$ cat src/rtl/urv_trap_ctrl_pkg.sv
// Shared definitions for the machine-mode trap controller: CSR addresses,
// mcause codes, CSR bit positions and the controller FSM encoding.
package urv_trap_ctrl_pkg;

  localparam logic [11:0] CSR_ID_MSTATUS = 12'h300;
  localparam logic [11:0] CSR_ID_MIE     = 12'h304;
  localparam logic [11:0] CSR_ID_MEPC    = 12'h341;
  localparam logic [11:0] CSR_ID_MCAUSE  = 12'h342;
  localparam logic [11:0] CSR_ID_MIP     = 12'h344;

  localparam logic [3:0] MCAUSE_ILLEGAL = 4'd2;
  localparam logic [3:0] MCAUSE_ECALL   = 4'd11;
  localparam logic [3:0] MCAUSE_MEI     = 4'd11;
  localparam logic [3:0] MCAUSE_MTI     = 4'd7;

  localparam int MSTATUS_MIE_BIT  = 3;
  localparam int MSTATUS_MPIE_BIT = 7;
  localparam int MIE_MEIE_BIT     = 11;
  localparam int MIE_MTIE_BIT     = 7;

  typedef enum logic {
    ST_IDLE  = 1'b0,
    ST_FLUSH = 1'b1
  } trap_state_e;

  // mcause layout: interrupt flag in the MSB, 4-bit exception/interrupt code at the bottom.
  function automatic logic [31:0] mcause_value(input logic irq, input logic [3:0] code);
    return {irq, 27'h0, code};
  endfunction

endpackage

$ cat src/rtl/urv_trap_ctrl_if.sv
// X-stage side of the trap controller: pipeline control in, redirect and
// CSR read values out. The pipeline is the master, the trap controller the slave.
interface urv_trap_ctrl_if;

  logic        x_stall_i;
  logic        x_kill_i;
  logic        x_valid_i;
  logic [31:0] x_pc_i;
  logic        x_exception_i;
  logic [3:0]  x_exception_cause_i;
  logic        x_is_mret_i;
  logic        d_is_csr_i;
  logic [11:0] d_csr_sel_i;
  logic [31:0] x_csr_write_value_i;

  logic        x_redirect_o;
  logic [31:0] x_redirect_pc_o;
  logic        x_irq_taken_o;
  logic [31:0] csr_mstatus_o;
  logic [31:0] csr_mie_o;
  logic [31:0] csr_mip_o;
  logic [31:0] csr_mepc_o;
  logic [31:0] csr_mcause_o;

  modport master (
    output x_stall_i, x_kill_i, x_valid_i, x_pc_i, x_exception_i,
           x_exception_cause_i, x_is_mret_i, d_is_csr_i, d_csr_sel_i,
           x_csr_write_value_i,
    input  x_redirect_o, x_redirect_pc_o, x_irq_taken_o, csr_mstatus_o,
           csr_mie_o, csr_mip_o, csr_mepc_o, csr_mcause_o
  );

  modport slave (
    input  x_stall_i, x_kill_i, x_valid_i, x_pc_i, x_exception_i,
           x_exception_cause_i, x_is_mret_i, d_is_csr_i, d_csr_sel_i,
           x_csr_write_value_i,
    output x_redirect_o, x_redirect_pc_o, x_irq_taken_o, csr_mstatus_o,
           csr_mie_o, csr_mip_o, csr_mepc_o, csr_mcause_o
  );

endinterface

$ cat src/rtl/urv_irq_sync.sv
// Multi-flop synchronizer for one asynchronous level interrupt line.
module urv_irq_sync #(
  parameter int DEPTH = 2
) (
  input  logic clk_i,
  input  logic rst_i,
  input  logic async_i,
  output logic sync_o
);

  logic [DEPTH-1:0] chain_q;

  // NOTE: sequential state uses non-blocking assignments so every flop in the
  // chain samples the value its predecessor held before this edge.
  always_ff @(posedge clk_i or negedge rst_i) begin
    if (!rst_i) chain_q <= '0;
    else        chain_q <= {chain_q[DEPTH-2:0], async_i};
  end

  assign sync_o = chain_q[DEPTH-1];

endmodule

$ cat src/rtl/urv_trap_ctrl.sv
// Machine-mode trap controller: owns mstatus/mie/mip/mepc/mcause, arbitrates
// exceptions, interrupts, MRET and CSR writes in X, and strobes PC redirects.
module urv_trap_ctrl
  import urv_trap_ctrl_pkg::*;
#(
  parameter logic [31:0] TRAP_VECTOR  = 32'h0000_0008,
  parameter int          SYNC_STAGES  = 2,
  parameter int          FLUSH_CYCLES = 2
) (
  input  logic           clk_i,
  input  logic           rst_i,
  input  logic           irq_ext_i,
  input  logic           irq_timer_i,
  urv_trap_ctrl_if.slave x
);

  localparam int CNT_W = (FLUSH_CYCLES > 1) ? $clog2(FLUSH_CYCLES) : 1;
  localparam logic [CNT_W-1:0] CNT_LAST = CNT_W'(FLUSH_CYCLES - 1);

  logic meip, mtip;

  urv_irq_sync #(.DEPTH(SYNC_STAGES)) u_sync_ext (
    .clk_i   (clk_i),
    .rst_i   (rst_i),
    .async_i (irq_ext_i),
    .sync_o  (meip)
  );

  urv_irq_sync #(.DEPTH(SYNC_STAGES)) u_sync_timer (
    .clk_i   (clk_i),
    .rst_i   (rst_i),
    .async_i (irq_timer_i),
    .sync_o  (mtip)
  );

  logic        mie_q, mpie_q, meie_q, mtie_q;
  logic [31:0] mepc_q, mcause_q;
  trap_state_e state_q, state_d;
  logic [CNT_W-1:0] cnt_q, cnt_d;

  // Event arbitration: exactly one of trap / mret / csr acts in an enabled cycle.
  logic en, pend, exc_act, irq_act, trap_act, mret_act, csr_act, redirect_req;

  assign en       = !x.x_stall_i && !x.x_kill_i;
  assign pend     = mie_q && ((meip && meie_q) || (mtip && mtie_q));
  assign exc_act  = en && x.x_exception_i;
  assign irq_act  = en && !x.x_exception_i && pend && x.x_valid_i && (state_q == ST_IDLE);
  assign trap_act = exc_act || irq_act;
  assign mret_act = en && !trap_act && x.x_is_mret_i;
  assign csr_act  = en && !trap_act && !x.x_is_mret_i && x.d_is_csr_i;
  assign redirect_req = trap_act || mret_act;

  // Strobes are gated by reset so they drop the moment reset asserts, not at the next edge.
  assign x.x_redirect_o    = redirect_req && rst_i;
  assign x.x_irq_taken_o   = irq_act && rst_i;
  assign x.x_redirect_pc_o = !x.x_redirect_o ? 32'h0 :
                             trap_act        ? TRAP_VECTOR : mepc_q;

  // FSM next state: FLUSH lasts FLUSH_CYCLES clocks after the latest redirect.
  // NOTE: every always_comb output gets a default first so no path can infer a latch.
  always_comb begin
    state_d = state_q;
    cnt_d   = cnt_q;
    unique case (state_q)
      ST_IDLE: begin
        if (redirect_req) begin
          state_d = ST_FLUSH;
          cnt_d   = '0;
        end
      end
      ST_FLUSH: begin
        if (redirect_req) begin
          cnt_d = '0;
        end else if (cnt_q == CNT_LAST) begin
          state_d = ST_IDLE;
          cnt_d   = '0;
        end else begin
          cnt_d = cnt_q + 1'b1;
        end
      end
      default: begin
        state_d = ST_IDLE;
        cnt_d   = '0;
      end
    endcase
  end

  always_ff @(posedge clk_i or negedge rst_i) begin
    if (!rst_i) begin
      state_q <= ST_IDLE;
      cnt_q   <= '0;
    end else begin
      state_q <= state_d;
      cnt_q   <= cnt_d;
    end
  end

  // CSR register file; only one of the branches below fires per cycle.
  always_ff @(posedge clk_i or negedge rst_i) begin
    if (!rst_i) begin
      mie_q    <= 1'b0;
      mpie_q   <= 1'b0;
      meie_q   <= 1'b0;
      mtie_q   <= 1'b0;
      mepc_q   <= '0;
      mcause_q <= '0;
    end else if (trap_act) begin
      mepc_q   <= x.x_pc_i & ~32'h3;
      mpie_q   <= mie_q;
      mie_q    <= 1'b0;
      mcause_q <= exc_act ? mcause_value(1'b0, x.x_exception_cause_i)
                          : mcause_value(1'b1, (meip && meie_q) ? MCAUSE_MEI : MCAUSE_MTI);
    end else if (mret_act) begin
      mie_q  <= mpie_q;
      mpie_q <= 1'b1;
    end else if (csr_act) begin
      unique case (x.d_csr_sel_i)
        CSR_ID_MSTATUS: begin
          mie_q  <= x.x_csr_write_value_i[MSTATUS_MIE_BIT];
          mpie_q <= x.x_csr_write_value_i[MSTATUS_MPIE_BIT];
        end
        CSR_ID_MIE: begin
          meie_q <= x.x_csr_write_value_i[MIE_MEIE_BIT];
          mtie_q <= x.x_csr_write_value_i[MIE_MTIE_BIT];
        end
        CSR_ID_MEPC:   mepc_q   <= x.x_csr_write_value_i & ~32'h3;
        CSR_ID_MCAUSE: mcause_q <= mcause_value(x.x_csr_write_value_i[31],
                                                x.x_csr_write_value_i[3:0]);
        default: ;
      endcase
    end
  end

  always_comb begin
    x.csr_mstatus_o = '0;
    x.csr_mstatus_o[MSTATUS_MIE_BIT]  = mie_q;
    x.csr_mstatus_o[MSTATUS_MPIE_BIT] = mpie_q;
    x.csr_mie_o = '0;
    x.csr_mie_o[MIE_MEIE_BIT] = meie_q;
    x.csr_mie_o[MIE_MTIE_BIT] = mtie_q;
    x.csr_mip_o = '0;
    x.csr_mip_o[MIE_MEIE_BIT] = meip;
    x.csr_mip_o[MIE_MTIE_BIT] = mtip;
  end

  assign x.csr_mepc_o   = mepc_q;
  assign x.csr_mcause_o = mcause_q;

endmodule

$ cat src/flat_wrapper.sv
// flat-port wrapper written by rule: the top's interface ports become plain ports
module urv_trap_ctrl_flat import urv_trap_ctrl_pkg::*;
#(
  parameter logic [31:0] TRAP_VECTOR  = 32'h0000_0008,
  parameter int          SYNC_STAGES  = 2,
  parameter int          FLUSH_CYCLES = 2
)
  (clk_i, rst_i, irq_ext_i, irq_timer_i, x_x_stall_i, x_x_kill_i, x_x_valid_i, x_x_pc_i, x_x_exception_i, x_x_exception_cause_i, x_x_is_mret_i, x_d_is_csr_i, x_d_csr_sel_i, x_x_csr_write_value_i, x_x_redirect_o, x_x_redirect_pc_o, x_x_irq_taken_o, x_csr_mstatus_o, x_csr_mie_o, x_csr_mip_o, x_csr_mepc_o, x_csr_mcause_o);
  urv_trap_ctrl_if x_i ();
  input  logic clk_i;
  input  logic rst_i;
  input  logic irq_ext_i;
  input  logic irq_timer_i;
  input wire logic [$bits(x_i.x_stall_i)-1:0] x_x_stall_i;
  input wire logic [$bits(x_i.x_kill_i)-1:0] x_x_kill_i;
  input wire logic [$bits(x_i.x_valid_i)-1:0] x_x_valid_i;
  input wire logic [$bits(x_i.x_pc_i)-1:0] x_x_pc_i;
  input wire logic [$bits(x_i.x_exception_i)-1:0] x_x_exception_i;
  input wire logic [$bits(x_i.x_exception_cause_i)-1:0] x_x_exception_cause_i;
  input wire logic [$bits(x_i.x_is_mret_i)-1:0] x_x_is_mret_i;
  input wire logic [$bits(x_i.d_is_csr_i)-1:0] x_d_is_csr_i;
  input wire logic [$bits(x_i.d_csr_sel_i)-1:0] x_d_csr_sel_i;
  input wire logic [$bits(x_i.x_csr_write_value_i)-1:0] x_x_csr_write_value_i;
  output wire logic [$bits(x_i.x_redirect_o)-1:0] x_x_redirect_o;
  output wire logic [$bits(x_i.x_redirect_pc_o)-1:0] x_x_redirect_pc_o;
  output wire logic [$bits(x_i.x_irq_taken_o)-1:0] x_x_irq_taken_o;
  output wire logic [$bits(x_i.csr_mstatus_o)-1:0] x_csr_mstatus_o;
  output wire logic [$bits(x_i.csr_mie_o)-1:0] x_csr_mie_o;
  output wire logic [$bits(x_i.csr_mip_o)-1:0] x_csr_mip_o;
  output wire logic [$bits(x_i.csr_mepc_o)-1:0] x_csr_mepc_o;
  output wire logic [$bits(x_i.csr_mcause_o)-1:0] x_csr_mcause_o;
  assign x_i.x_stall_i = x_x_stall_i;
  assign x_i.x_kill_i = x_x_kill_i;
  assign x_i.x_valid_i = x_x_valid_i;
  assign x_i.x_pc_i = x_x_pc_i;
  assign x_i.x_exception_i = x_x_exception_i;
  assign x_i.x_exception_cause_i = x_x_exception_cause_i;
  assign x_i.x_is_mret_i = x_x_is_mret_i;
  assign x_i.d_is_csr_i = x_d_is_csr_i;
  assign x_i.d_csr_sel_i = x_d_csr_sel_i;
  assign x_i.x_csr_write_value_i = x_x_csr_write_value_i;
  assign x_x_redirect_o = x_i.x_redirect_o;
  assign x_x_redirect_pc_o = x_i.x_redirect_pc_o;
  assign x_x_irq_taken_o = x_i.x_irq_taken_o;
  assign x_csr_mstatus_o = x_i.csr_mstatus_o;
  assign x_csr_mie_o = x_i.csr_mie_o;
  assign x_csr_mip_o = x_i.csr_mip_o;
  assign x_csr_mepc_o = x_i.csr_mepc_o;
  assign x_csr_mcause_o = x_i.csr_mcause_o;
  urv_trap_ctrl #(.TRAP_VECTOR(TRAP_VECTOR), .SYNC_STAGES(SYNC_STAGES), .FLUSH_CYCLES(FLUSH_CYCLES)) u_core (.clk_i(clk_i), .rst_i(rst_i), .irq_ext_i(irq_ext_i), .irq_timer_i(irq_timer_i), .x(x_i));
endmodule
$ cat config.mk
export PLATFORM = sky130hd
export DESIGN_NAME = urv_trap_ctrl_flat
export DESIGN_NICKNAME = d
export VERILOG_FILES = /design/src/rtl/urv_trap_ctrl_pkg.sv /design/src/rtl/urv_trap_ctrl_if.sv /design/src/rtl/urv_irq_sync.sv /design/src/rtl/urv_trap_ctrl.sv /design/src/flat_wrapper.sv
export SDC_FILE = /design/constraint.sdc
export NUM_CORES = 1
export LEC_CHECK = 0
export BUFFER_PORTS_ARGS = -buffer_cell sky130_fd_sc_hd__buf_2
export CAP_MARGIN = 20
export CORE_AREA = 2 2 109 111
export CTS_BUF_LIST = sky130_fd_sc_hd__clkbuf_4 sky130_fd_sc_hd__clkbuf_8
export DETAILED_ROUTE_END_ITERATION = 8
export DIE_AREA = 0 0 111 113
export PLACE_DENSITY = 0.67
export SLEW_MARGIN = 25
export SYNTH_ARGS = -nofsm -noshare
export SYNTH_HDL_FRONTEND = slang
export SYNTH_SLANG_ARGS = --single-unit
$ cat constraint.sdc
create_clock -name clk_i -period 2.9 [get_ports clk_i]
set_clock_uncertainty 0.15 [all_clocks]
set_input_delay 0.58 -clock clk_i [delete_from_list [all_inputs] [get_ports clk_i]]
set_output_delay 0.58 -clock clk_i [all_outputs]
set_load 0.01 [all_outputs]
Word level (Yosys, flattened, before mapping)
Index checks and enable logic that the tools add are counted.
Widths: inputs -> output; s select.
{ "op_classes": {"n_eq_ne": 6, "n_mux": 28, "n_reduce_logical": 32, "bitwise": 3, "div": 0, "n_mul": 0, "shifts": 0, "add_sub_neg": 1, "order_cmp": 0} }
{ "ops": {"columns": ["operator", "count"], "rows": [
  ["$mux 32", 11],
  ["$eq 12x10->1 const B", 4],
  ["$logic_and 1x1->1", 15],
  ["$mux 1", 14],
  ["$reduce_and 3->1", 2],
  ["$reduce_bool 2->1", 3],
  ["$reduce_bool 3->1", 2],
  ["$logic_not 1->1", 5],
  ["$mux 4", 1],
  ["$ne 2x1->1 const B", 2],
  ["$pmux 1 s2", 2],
  ["$reduce_and 4->1", 1],
  ["$logic_or 1x1->1", 3],
  ["$not 1->1", 3],
  ["$reduce_and 2->1", 1],
  ["$add 1x1->1 const B", 1]
]} }
{ "word_totals": {"romBits": 0, "latchBits": 0, "mem_count": 0, "wordCells": 80, "input_bits": 90, "mem_bits_rw": 0, "output_inout_bits": 194, "ff_bits": 74} }

Longest topological paths before layout
{ "logic_depth": {"depth_word": 14, "depth_mapped": 6, "mapped_depth_nobuf": 4} }

Cells and area by module
A second synthesis with hierarchy kept.
{ "hier_totals": {"cells_unflattened": 420, "area_unflattened_um2": 3540.9} }
{ "modules_own_cells": {"columns": ["module", "n_inst", "area_each_um2", "cells_each", "seq_area_each_um2"], "rows": [
  ["urv_trap_ctrl", 1, 3440.8, 416, 1026.0],
  ["urv_irq_sync", 2, 50.0, 2, 50.0]
]} }

Least setup slack after synthesis
Ideal clock, no wire load.
{ "synth_timing": {"path_kind": "input -> output", "start": "input port x_x_exception_i", "end": "output port x_x_redirect_pc_o[10]", "cell_stages": 6, "n_path_buf": 2, "t_arrival_ns": 1.719, "required_ns": 2.170, "slack_ns": 0.451, "path_cell_list": "nor3_1 > nand2_1 > nor3b_1 > clkbuf_1 > clkbuf_1 > and2_1"} }
{ "synth_between": {"elab_chain_len": 12, "elab_cells_between_ends": 14, "classes_between": "2 x mux; 12 x reduce/logical"} }
{ "synth_rtl": {"columns": ["item", "line", "rtl"], "rows": [
  ["start: declaration", "flat_wrapper.sv:18", "input wire logic [$bits(x_i.x_exception_i)-1:0] x_x_exception_i;"],
  ["$logic_not 1->1", "urv_trap_ctrl.sv:47", "assign irq_act = en && !x.x_exception_i && pend && x.x_valid_i && (state_q == ST_IDLE);"],
  ["$logic_and 1x1->1 (4 in a row)", "urv_trap_ctrl.sv:47", null],
  ["$logic_or 1x1->1 (*)", "urv_trap_ctrl.sv:48", "assign trap_act = exc_act || irq_act;"],
  ["$logic_not 1->1", "urv_trap_ctrl.sv:49", "assign mret_act = en && !trap_act && x.x_is_mret_i;"],
  ["$logic_and 1x1->1 (2 in a row)", "urv_trap_ctrl.sv:49", null],
  ["$logic_or 1x1->1", "urv_trap_ctrl.sv:51", "assign redirect_req = trap_act || mret_act;"],
  ["$logic_and 1x1->1", "urv_trap_ctrl.sv:54", "assign x.x_redirect_o = redirect_req && rst_i;"],
  ["$mux 32 (*)", "urv_trap_ctrl.sv:56", "assign x.x_redirect_pc_o = !x.x_redirect_o ? 32'h0 :"],
  ["end: declaration", "flat_wrapper.sv:25", "output wire logic [$bits(x_i.x_redirect_pc_o)-1:0] x_x_redirect_pc_o;"]
]} }
Mark *: on every way between the ends. The rest lies on a longest branch, timed or not.

Worst setup path after layout
{ "layout_timing": {"start": "register u_core.meie_q", "end": "output port x_x_redirect_pc_o[27]"} }
{ "layout_between": {"elab_chain_len": 13, "elab_cells_between_ends": 14, "classes_between": "2 x mux; 12 x reduce/logical"} }
{ "layout_rtl": {"columns": ["item", "line", "rtl"], "rows": [
  ["start: declaration", "urv_trap_ctrl.sv:36", "logic mie_q, mpie_q, meie_q, mtie_q;"],
  ["start signal: assignment", "urv_trap_ctrl.sv:123", "meie_q <= x.x_csr_write_value_i[MIE_MEIE_BIT];"],
  ["$logic_and 1x1->1 (*)", "urv_trap_ctrl.sv:45", "assign pend = mie_q && ((meip && meie_q) || (mtip && mtie_q));"],
  ["$logic_or 1x1->1 (*)", "urv_trap_ctrl.sv:45", null],
  ["$logic_and 1x1->1 (*)", "urv_trap_ctrl.sv:45", null],
  ["$logic_and 1x1->1 (*) (3 in a row)", "urv_trap_ctrl.sv:47", null],
  ["$logic_or 1x1->1 (*)", "urv_trap_ctrl.sv:48", null],
  ["$logic_not 1->1", "urv_trap_ctrl.sv:49", null],
  ["$logic_and 1x1->1 (2 in a row)", "urv_trap_ctrl.sv:49", null],
  ["$logic_or 1x1->1", "urv_trap_ctrl.sv:51", null],
  ["$logic_and 1x1->1", "urv_trap_ctrl.sv:54", null],
  ["$mux 32 (*)", "urv_trap_ctrl.sv:56", null]
]} }
Marked as above.

==> flow_metrics.py <==
metrics = {
    "logic_synthesis": {
        "avgSynthCellArea_sq_um": 8.47,
        "synthSimpleGateAreaFrac_pct": 19.6,
        "synth_ff_type": "dfrtp_1",
        "synth_area_sq_um": 3620,
        "ys_seq_area_share_pct": 31.1,
        "async_flop_share_pct": 100,
        "synth-seq-cells": 45,
        "synth_edf_count": 0,
        "synth-xor-area-share_pct": 0.242,
        "synth_top_area_share_pct": 31.1,
        "syn-instance-count": 427,
        "synthMuxAreaShare_pct": 0.934,
        "ys_types": 55,
        "synth_area_leaders": "dfrtp_1, buf_4, a31oi_1",
        "synth_top_family_by_area": "buffers and inverters",
        "synth_common_cells": "buf_4, dfrtp_1, o21ai_0",
        "synth_most_common_cell": "buf_4",
        "synth-compound-area-share_pct": 17.7,
        "yosys_warnings": 0,
        "synth_top_cell_by_area": "dfrtp_1",
        "synth-adder-area-share_pct": 0,
    },
    "setup_path": {
        "r2r_setup_slack_ns": 0.55,
        "cp_max_fo": 13,
        "timing.rr.end": "u_core.mtie_q$_DFFE_PN0P_",
        "endpoint_kind": "primary output",
        "critPathRequiredTime_ns": 2.17,
        "r2r_start": "u_core.meie_q$_DFFE_PN0P_",
        "critPathLaunchType": "register",
        "criticalPathCategory": "reg2out",
        "worst-r2r-cell-count": 4,
        "worstPathArrival_ns": 1.93,
    },
    "global_route": {
        "grtUsageMet1_pct": 20.2,
        "grtUsageMet2_pct": 28.8,
        "grtUsageTotal_pct": 16.3,
        "top_usage_layer": "met2",
        "grt_antenna_before_repair": 0,
        "grt_pass1_wl_mm": 16.6,
        "grt_pass1_vias": 3285,
        "grt-ovfl-total": 0,
        "grt_max_degree": 44,
        "met3_usage_pct": 3.54,
    },
    "outcome": {
        "status": "finished, final reports clean",
    },
    "pwr": {
        "sw_frac_of_total_pct": 34.7,
        "p_seq_share_pct": 45.7,
        "p_per_area_nw_per_um2": 416,
        "ir_worst_vdd_uv": 220,
        "p_clk_share_pct": 24.9,
        "p_switching_w": 0.000608,
        "leakage_nw": 2.07,
        "intPower_w": 0.00114,
        "combPwrFrac_pct": 29.4,
    },
    "sta": {
        "setup_ws_ns": 0.236,
        "max_freq_mhz": 375,
        "max_slew_margin_pct": 50.3,
        "finalHoldViolCount": 0,
        "fin_tns_setup_ns": 0,
        "setup_viol": 0,
        "period_minus_slack_ns": 2.66,
        "rsz0062_at_grt": "false",
        "slew_viol_final": 0,
        "tightest_slew_ns": 0.746,
        "min_period_over_period_pct": 91.9,
    },
    "floorplan": {
        "die_x_um": 111,
        "die_h_um": 113,
        "ioPinCount": 284,
        "core_sq_um": 11300,
        "die-area_sq_um": 12500,
        "rows": 39,
        "start_util_pct": 32.1,
    },
    "finish": {
        "fill_cells": 1201,
        "final_area_sq_um": 4210,
        "multiInputGateArea_sq_um": 1870,
        "fin_nets": 664,
        "drive_gt1_share_pct": 34.1,
        "area_delta_synth_final_pct": 16.3,
        "n_antenna_cell": 0,
        "final_core_util_pct": 37.3,
        "seq_area_sq_um": 1130,
    },
    "clocking": {
        "ctsResizeCount": 0,
        "tritoncts": "done",
        "htree_num_levels": 2,
        "clock_latency_ns": 0.30,
        "clock_path_buffers": 2,
        "clkTransAtPathRegs_ns": 0.09,
        "cts_setup_buffers": 0,
        "hold_buffers": 1,
        "cts-buffers-inserted": 5,
        "clkSinkCount": 45,
        "cts_root_buf": "clkbuf_8",
    },
    "placed_design": {
        "hpwl_mm": 8.17,
        "gp_congestion": 0.849,
        "place.port_buffers": 160,
        "dpl_cell_area_sq_um": 4090,
        "pre_cts_ws_ns": 0.197,
    },
    "job": {
        "drv_cap": 0,
    },
    "route": {
        "vias": 3437,
        "first_pass_iters": 4,
        "routedWlPerCell_um": 15.1,
        "wl_mm": 10.8,
        "drt_iter0_markers": 292,
        "antenna_left": 0,
        "route.detailed.drc": 0,
        "via_per_inst": 4.79,
    },
    "min_path": {
        "min_from": "u_core.u_sync_timer.chain_q[0]$_DFF_PN0_",
        "min_path_cells": 0,
        "hold_end": "u_core.u_sync_timer.chain_q[1]$_DFF_PN0_",
        "hold_path_class": "reg2reg",
    },
}
-- metal layers --
layer | vias to the layer above | part of all wire, %
li1 | 1551 | -
met1 | 1688 | 41
met2 | 184 | 50
met3 | 14 | 7.5
met4 | 0 | 1.2
met5 | - | 0
-- placed cells by master (no fill, tap or decap), types with 2 or more instances in the layout --
cell	synthesis	final
nand2_1	4	4
a31oi_1	32	32
dfrtp_1	45	45
buf_4	127	11
nor3_1	32	32
nand2b_1	4	3
a21oi_1	3	2
a22o_1	3	3
inv_1	5	5
conb_1	1	121
nor2_1	7	7
buf_2	3	160
o21ai_0	33	33
a2111oi_2	2	2
clkbuf_8	0	7
a32oi_1	2	2
and2_1	30	30
or3_1	2	2
mux2_2	3	3
nand3_1	30	30
o2bb2ai_1	2	2
-- state kept, by name (all words and copies together), names as in the netlist, 2 cells and up --
| register | count |
|---|---|
| u_core.x.csr_mepc_o | 30 |
| u_core.x.csr_mcause_o | 5 |
| u_core.u_sync_ext.chain_q | 2 |
| u_core.u_sync_timer.chain_q | 2 |
-- power groups by stage --
stage / clock network, W / registers [W] / logic, W
floorplan: 0 / 0.000835 / 0.000377
global placement: 0 / 0.000808 / 0.000502
detailed placement: 0 / 0.000814 / 0.000512
CTS: 0.000459 / 0.000801 / 0.000515
global route: 0.000478 / 0.000815 / 0.000567
finish: 0.000435 / 0.000800 / 0.000515
-- through the flow --
step | std cells | hold slack (ns) | total power (W)
2_1_floorplan | 547 | 0.134 | 0.00121
6_report | 718 | 0.202 | 0.00175
3_3_place_gp | 709 | 0.183 | 0.00131
4_1_cts | 718 | 0.206 | 0.00177
3_5_place_dp | 709 | 0.186 | 0.00133
5_1_grt | 718 | 0.216 | 0.00186
-- cell type report --
class | count | area share, %
clock buffers | 7 | 2.29
clock inverters | 1 | 0.119
inverters | 5 | 0.446
multi-input cells | 344 | 44.4
flip-flops and latches | 45 | 26.8
well taps | 143 | 4.25
repair buffers | 173 | 21.7
-- worst max-delay path, stage by stage, from the launching register on --
cell     delay, ns
dfrtp_1       0.44
a22o_1        0.30
nand2_1       0.12
nor3b_2       0.24
buf_4         0.23
and2_1        0.17
buf_2         0.13
-- cell families after synthesis --
group | count (synthesis)
AND/OR/NAND/NOR | 125
flip-flops | 45
XOR/XNOR | 1
buffers and inverters | 158
multiplexers | 3
other | 1
AO/OA/AOI/OAI | 94
-- worst max-delay path by stage --
| stage | startpoint | end | cells past startpoint |
|---|---|---|---|
| final | u_core.meie_q$_DFFE_PN0P_ | x_x_redirect_pc_o[27] | 6 |
| after detailed placement | x_d_csr_sel_i[3] | u_core.meie_q$_DFFE_PN0P_ | 5 |
| after global routing | u_core.meie_q$_DFFE_PN0P_ | x_x_redirect_pc_o[11] | 6 |
| after CTS | u_core.meie_q$_DFFE_PN0P_ | x_x_redirect_pc_o[4] | 6 |
| after floorplan | x_x_exception_i | x_x_redirect_pc_o[10] | 6 |
| after global placement | x_d_csr_sel_i[3] | u_core.mtie_q$_DFFE_PN0P_ | 5 |
Note: power is estimated with default switching activity, not from simulation.
